File: src/rtl/divider_pkg.sv
// rtl/divider_pkg.sv - shared FSM type and sizing helper for the restoring divider
package divider_pkg;

    typedef enum logic [1:0] {
        IDLE   = 2'd0,
        DIVIDE = 2'd1,
        DONE   = 2'd2
    } divider_fsm_t;

    // Width of the step counter; it only needs to hold DATA_WIDTH-1.
    function automatic int counter_width(input int data_width);
        return $clog2(data_width);
    endfunction

endpackage

File: src/rtl/restoring_divider_step.sv
// rtl/restoring_divider_step.sv - one shift/trial-subtract/restore step of the restoring divider
module restoring_divider_step
    import divider_pkg::*;
#(
    parameter int DATA_WIDTH = 8
) (
    input  logic [DATA_WIDTH-1:0] rem_in,
    input  logic                  bit_in,
    input  logic [DATA_WIDTH-1:0] divisor,
    output logic [DATA_WIDTH-1:0] rem_out,
    output logic                  quot_bit
);

    // Shifted partial remainder is one bit wider than the operands, so the
    // sign of the trial subtraction comes from a full-width compare.
    logic [DATA_WIDTH:0]   shifted;
    logic [DATA_WIDTH-1:0] trial;
    logic                  negative;

    assign shifted  = {rem_in, bit_in};
    assign negative = (shifted < {1'b0, divisor});

    // When the trial is non-negative it is smaller than the divisor, so the
    // low DATA_WIDTH bits of the difference are the exact result.
    assign trial    = shifted[DATA_WIDTH-1:0] - divisor;

    assign quot_bit = ~negative;
    assign rem_out  = negative ? shifted[DATA_WIDTH-1:0] : trial;

endmodule

File: src/rtl/restoring_divider.sv
// rtl/restoring_divider.sv - multicycle restoring divider, one quotient bit per clock (signed option: DIVIDER_SIGNED_EN)
module restoring_divider
    import divider_pkg::*;
#(
    parameter int DATA_WIDTH = 8
) (
    input  logic                  clk_i,
    input  logic                  rst_n_i,
    input  logic [DATA_WIDTH-1:0] dividend_i,
    input  logic [DATA_WIDTH-1:0] divisor_i,
    input  logic                  data_valid_i,
    output logic [DATA_WIDTH-1:0] quotient_o,
    output logic [DATA_WIDTH-1:0] remainder_o,
    output logic                  data_valid_o,
    output logic                  divide_by_zero_o,
    output logic                  idle_o
);

    localparam int CW = counter_width(DATA_WIDTH);

    divider_fsm_t          state;
    logic [CW-1:0]         count;
    logic [DATA_WIDTH-1:0] rem_q;    // partial remainder
    logic [DATA_WIDTH-1:0] dvd_q;    // dividend shifting out, quotient shifting in
    logic [DATA_WIDTH-1:0] dsr_q;    // latched divisor magnitude
    logic                  dbz_q;

    logic [DATA_WIDTH-1:0] dvd_mag;
    logic [DATA_WIDTH-1:0] dsr_mag;
    logic [DATA_WIDTH-1:0] q_fix;
    logic [DATA_WIDTH-1:0] r_fix;
    logic [DATA_WIDTH-1:0] rem_next;
    logic                  q_bit;

    assign idle_o = (state == IDLE);

`ifdef DIVIDER_SIGNED_EN
    logic neg_quot;
    logic neg_rem;

    // The unsigned core runs on magnitudes; MIN stays MIN, which reads as
    // the correct unsigned magnitude 2^(DATA_WIDTH-1).
    assign dvd_mag = dividend_i[DATA_WIDTH-1] ? -dividend_i : dividend_i;
    assign dsr_mag = divisor_i[DATA_WIDTH-1]  ? -divisor_i  : divisor_i;
    assign q_fix   = neg_quot ? -dvd_q : dvd_q;
    assign r_fix   = neg_rem  ? -rem_q : rem_q;

    // Capture result signs on acceptance; divide-by-zero passes raw values through.
    always_ff @(posedge clk_i or negedge rst_n_i) begin
        if (!rst_n_i) begin
            neg_quot <= 1'b0;
            neg_rem  <= 1'b0;
        end else if (state == IDLE && data_valid_i) begin
            if (divisor_i == '0) begin
                neg_quot <= 1'b0;
                neg_rem  <= 1'b0;
            end else begin
                neg_quot <= dividend_i[DATA_WIDTH-1] ^ divisor_i[DATA_WIDTH-1];
                neg_rem  <= dividend_i[DATA_WIDTH-1];
            end
        end
    end
`else
    assign dvd_mag = dividend_i;
    assign dsr_mag = divisor_i;
    assign q_fix   = dvd_q;
    assign r_fix   = rem_q;
`endif

    restoring_divider_step #(
        .DATA_WIDTH (DATA_WIDTH)
    ) u_step (
        .rem_in   (rem_q),
        .bit_in   (dvd_q[DATA_WIDTH-1]),
        .divisor  (dsr_q),
        .rem_out  (rem_next),
        .quot_bit (q_bit)
    );

    // Control FSM, datapath registers and result registers.
    always_ff @(posedge clk_i or negedge rst_n_i) begin
        if (!rst_n_i) begin
            state            <= IDLE;
            count            <= '0;
            rem_q            <= '0;
            dvd_q            <= '0;
            dsr_q            <= '0;
            dbz_q            <= 1'b0;
            quotient_o       <= '0;
            remainder_o      <= '0;
            data_valid_o     <= 1'b0;
            divide_by_zero_o <= 1'b0;
        end else begin
            data_valid_o <= 1'b0;
            case (state)
                IDLE: begin
                    if (data_valid_i) begin
                        dsr_q <= dsr_mag;
                        if (divisor_i == '0) begin
                            dvd_q <= '1;
                            rem_q <= dividend_i;
                            dbz_q <= 1'b1;
                            state <= DONE;
                        end else begin
                            dvd_q <= dvd_mag;
                            rem_q <= '0;
                            dbz_q <= 1'b0;
                            count <= CW'(DATA_WIDTH - 1);
                            state <= DIVIDE;
                        end
                    end
                end
                DIVIDE: begin
                    rem_q <= rem_next;
                    dvd_q <= {dvd_q[DATA_WIDTH-2:0], q_bit};
                    count <= count - 1'b1;
                    if (count == '0) begin
                        state <= DONE;
                    end
                end
                DONE: begin
                    quotient_o       <= q_fix;
                    remainder_o      <= r_fix;
                    divide_by_zero_o <= dbz_q;
                    data_valid_o     <= 1'b1;
                    state            <= IDLE;
                end
                default: begin
                    state <= IDLE;
                end
            endcase
        end
    end

endmodule

File: config.mk
export PLATFORM = sky130hd
export DESIGN_NAME = restoring_divider
export DESIGN_NICKNAME = d
export VERILOG_FILES = /design/src/rtl/divider_pkg.sv /design/src/rtl/restoring_divider_step.sv /design/src/rtl/restoring_divider.sv
export SDC_FILE = /design/constraint.sdc
export NUM_CORES = 1
export LEC_CHECK = 0
export BUFFER_PORTS_ARGS = -buffer_cell sky130_fd_sc_hd__buf_2
export CAP_MARGIN = 20
export CORE_MARGIN = 2
export CORE_UTILIZATION = 40
export CTS_BUF_LIST = sky130_fd_sc_hd__clkbuf_2
export CTS_CLUSTER_DIAMETER = 100
export DETAILED_ROUTE_END_ITERATION = 7
export PLACE_DENSITY = 0.7
export SLEW_MARGIN = 10
export SYNTH_ARGS = -nofsm -noshare
export SYNTH_HDL_FRONTEND = slang
export SYNTH_HIERARCHICAL = 1
export SYNTH_SLANG_ARGS = --single-unit
File: constraint.sdc
create_clock -name clk_i -period 3.8 [get_ports clk_i]
set_clock_uncertainty 0.05 [all_clocks]
set_input_delay 0.19 -clock clk_i [delete_from_list [all_inputs] [get_ports clk_i]]
set_output_delay 0.19 -clock clk_i [all_outputs]
set_load 0.02 [all_outputs]
==> impl_metrics.tcl <==
set metrics [dict create \
    status "finished, final reports clean" \
    n_antenna_cell 0 \
    cts_resized 0 \
    dp_hpwl_mm 3.96 \
    seq_area_frac_synth_pct 48.0 \
    met3_usage_pct 3.68 \
    cts_tree "yes" \
    path_buf_inv 1 \
    synth-seq-cells 48 \
    final_common_cell "dfrtp_1" \
    wirelength_mm 5.58 \
    slowest_delay_ns 0.45 \
    worstPathRequired_ns 4.11 \
    busiest_layer "met2" \
    crit_path_end_kind "flip-flop" \
    initial_utilization_pct 41.8 \
    synthFlopType "dfrtp_1" \
    grt_use_met1_pct 24.1 \
    cts-htree-levels 2 \
    post-route-period-util_pct 65.8 \
    worst_slew_pin_slew_ns 0.931 \
    syn_inst 236 \
    die_y_um 83.1 \
    syn-cell-area_mm2 0.00250 \
    hold_path_class "in -> reg" \
    vias_per_cell 5.36 \
    clkLatencyLatePin_ns 0.44 \
    rows 28 \
    ys_async_sr_fraction_pct 100 \
    finalMaxSlewViolations 0 \
    dp_slack_ns 1.35 \
    p_per_area_mw_per_mm2 922 \
    total_power_mw 2.72 \
    fp.dieW_um 83.1 \
    syn_to_final_growth_pct 18.0 \
    startpoint_type "flip-flop" \
    num_io_pins 38 \
    post_synth.cell_area_avg_um2 10.6 \
    max_freq_mhz 400 \
    cp_slowest_cell "dfrtp_1" \
    hold_viol 0 \
    postCtsSetupBuffers 0 \
    max_slew_margin_pct 37.9 \
    clkTransAtPathRegs_ns 0.25 \
    grt_pass1_wl_mm 9.69 \
    track_usage_pct 17.4 \
    drive_above_1_share_pct 28.3 \
    core_area_mm2 0.00599 \
    synth_edf_count 0 \
    peakVddDrop_mv 0.323 \
    antenna_found_initial 0 \
    final_util_pct 49.4 \
    path_class "reg -> reg" \
    critPathTopFamily "adder cells" \
    io_buffer_count 37 \
    drc_errors 0 \
    clockBufferDepth 2 \
    overflow 0 \
    routabilityCongestion 0.796 \
    cts_buffers 5 \
    yosysWarningCount 6 \
    root_buffer "clkbuf_2" \
    cap_violations 0 \
    use_met2_pct 27.3 \
    cp_max_fo 4 \
    yosysUniqueCellTypes 47 \
    tns_ns 0 \
    p_leak_nw 1.52 \
    wl_per_cell_um 15.3 \
    hold_buffers 17 \
    first_iter_violations 110 \
    path_cells "inv_1, ha_1, fa_1, nor2b_1, o31a_1, mux2i_1, nand2_1, mux2_4, a22oi_1, o21ai_2" \
    syn_nets 266 \
    setup_ws_ns 1.30 \
    layout_common_cells "48 x dfrtp_1, 39 x nand2_1, 36 x buf_2, 19 x inv_1" \
    grt_max_degree 49 \
    clkSinkCount 48 \
    dieArea_mm2 0.00691 \
    fin_nets 319 \
    antenna_left 0 \
    setup_violations 0 \
    dr.pass1.iters 4 \
    grt_pass1_vias 1967 \
    fin_crit_ns 2.50 \
    vias 1957 \
    rsz0062_at_grt "no" \
    cp.arrival_ns 2.81 \
]
Yosys cell counts (4+ instances only):
master	count	area share [%]
a21oi_1	4	0.80
a22oi_1	15	4.5
buf_2	4	0.80
clkbuf_1	4	0.60
dfrtp_1	48	48
ha_1	10	5.0
inv_1	19	2.8
mux2_2	17	7.6
mux2_4	5	3.0
nand2_1	39	5.8
nand4_1	4	1.0
nor2_1	8	1.2
nor2b_1	4	1.0
o21ai_0	7	1.4
path summary, 6_finish.rpt:
check                             startpoint             end  slack, ns  cells past startpoint
worst max-delay path                dvd_q[7]        r_fix[6]       1.30                     10
worst min register to register      dsr_q[5]        dsr_q[5]       0.46                      2
worst max register to register      dvd_q[7]        r_fix[6]       1.30                     10
max in group asynchronous            rst_n_i  remainder_o[7]       3.07                      2
min in group asynchronous            rst_n_i  remainder_o[0]       0.22                      2
worst min-delay path            data_valid_i        dvd_q[4]       0.21                      4
stage by stage:
step	cell area, um^2	cells	hold WS (ns)
4_1_cts	2950	365	0.177
6_report	2960	365	0.215
3_5_place_dp	2740	340	0.349
5_1_grt	2960	365	0.194
2_1_floorplan	2500	236	-0.156
3_3_place_gp	2740	340	0.349
kinds of logic after synthesis:
logic type,after synthesis,synth area share [%]
XOR/XNOR,3,1.05
flip-flops,48,48.0
adder cells (fa/ha/maj),11,5.79
AO/OA/AOI/OAI,49,14.1
AND/OR/NAND/NOR,71,14.1
buffers and inverters,29,5.14
multiplexers,25,11.8
per-layer routing:
metal,share of wire (%),vias to the layer above
met2,47,55
met3,6.1,10
met5,0,-
met4,2.1,0
li1,-,922
met1,44,970
worst register-to-register path, cell delays in order, from the launching register on:
cell	delay [ns]
dfrtp_1	0.45
inv_1	0.08
ha_1	0.23
fa_1	0.43
nor2b_1	0.19
o31a_1	0.20
mux2i_1	0.21
nand2_1	0.07
mux2_4	0.27
a22oi_1	0.20
o21ai_2	0.07
sequential cells by signal, indices dropped and copies added (netlist names):
signal and cells:
dsr_q 8, dvd_q 8, data_valid_o 1, dbz_q 1
count 3, state 2, remainder_o 8, divide_by_zero_o 1
r_fix 8, quotient_o 8
layout make-up:
type                    count  area, um^2
clock inverters             3        17.5
fillers                   569        3030
flip-flops and latches     48        1200
clock buffers               5        25.0
inverters                  19        71.3
repair buffers             56         373
well taps                  75        93.8
multi-input cells         159        1170
power by group:
group,internal (mW),switching [mW]
clock,0.0449,0.169
combinational,0.785,0.823
sequential,0.736,0.167
total,1.57,1.16
Note: power is estimated with default switching activity, not from simulation.
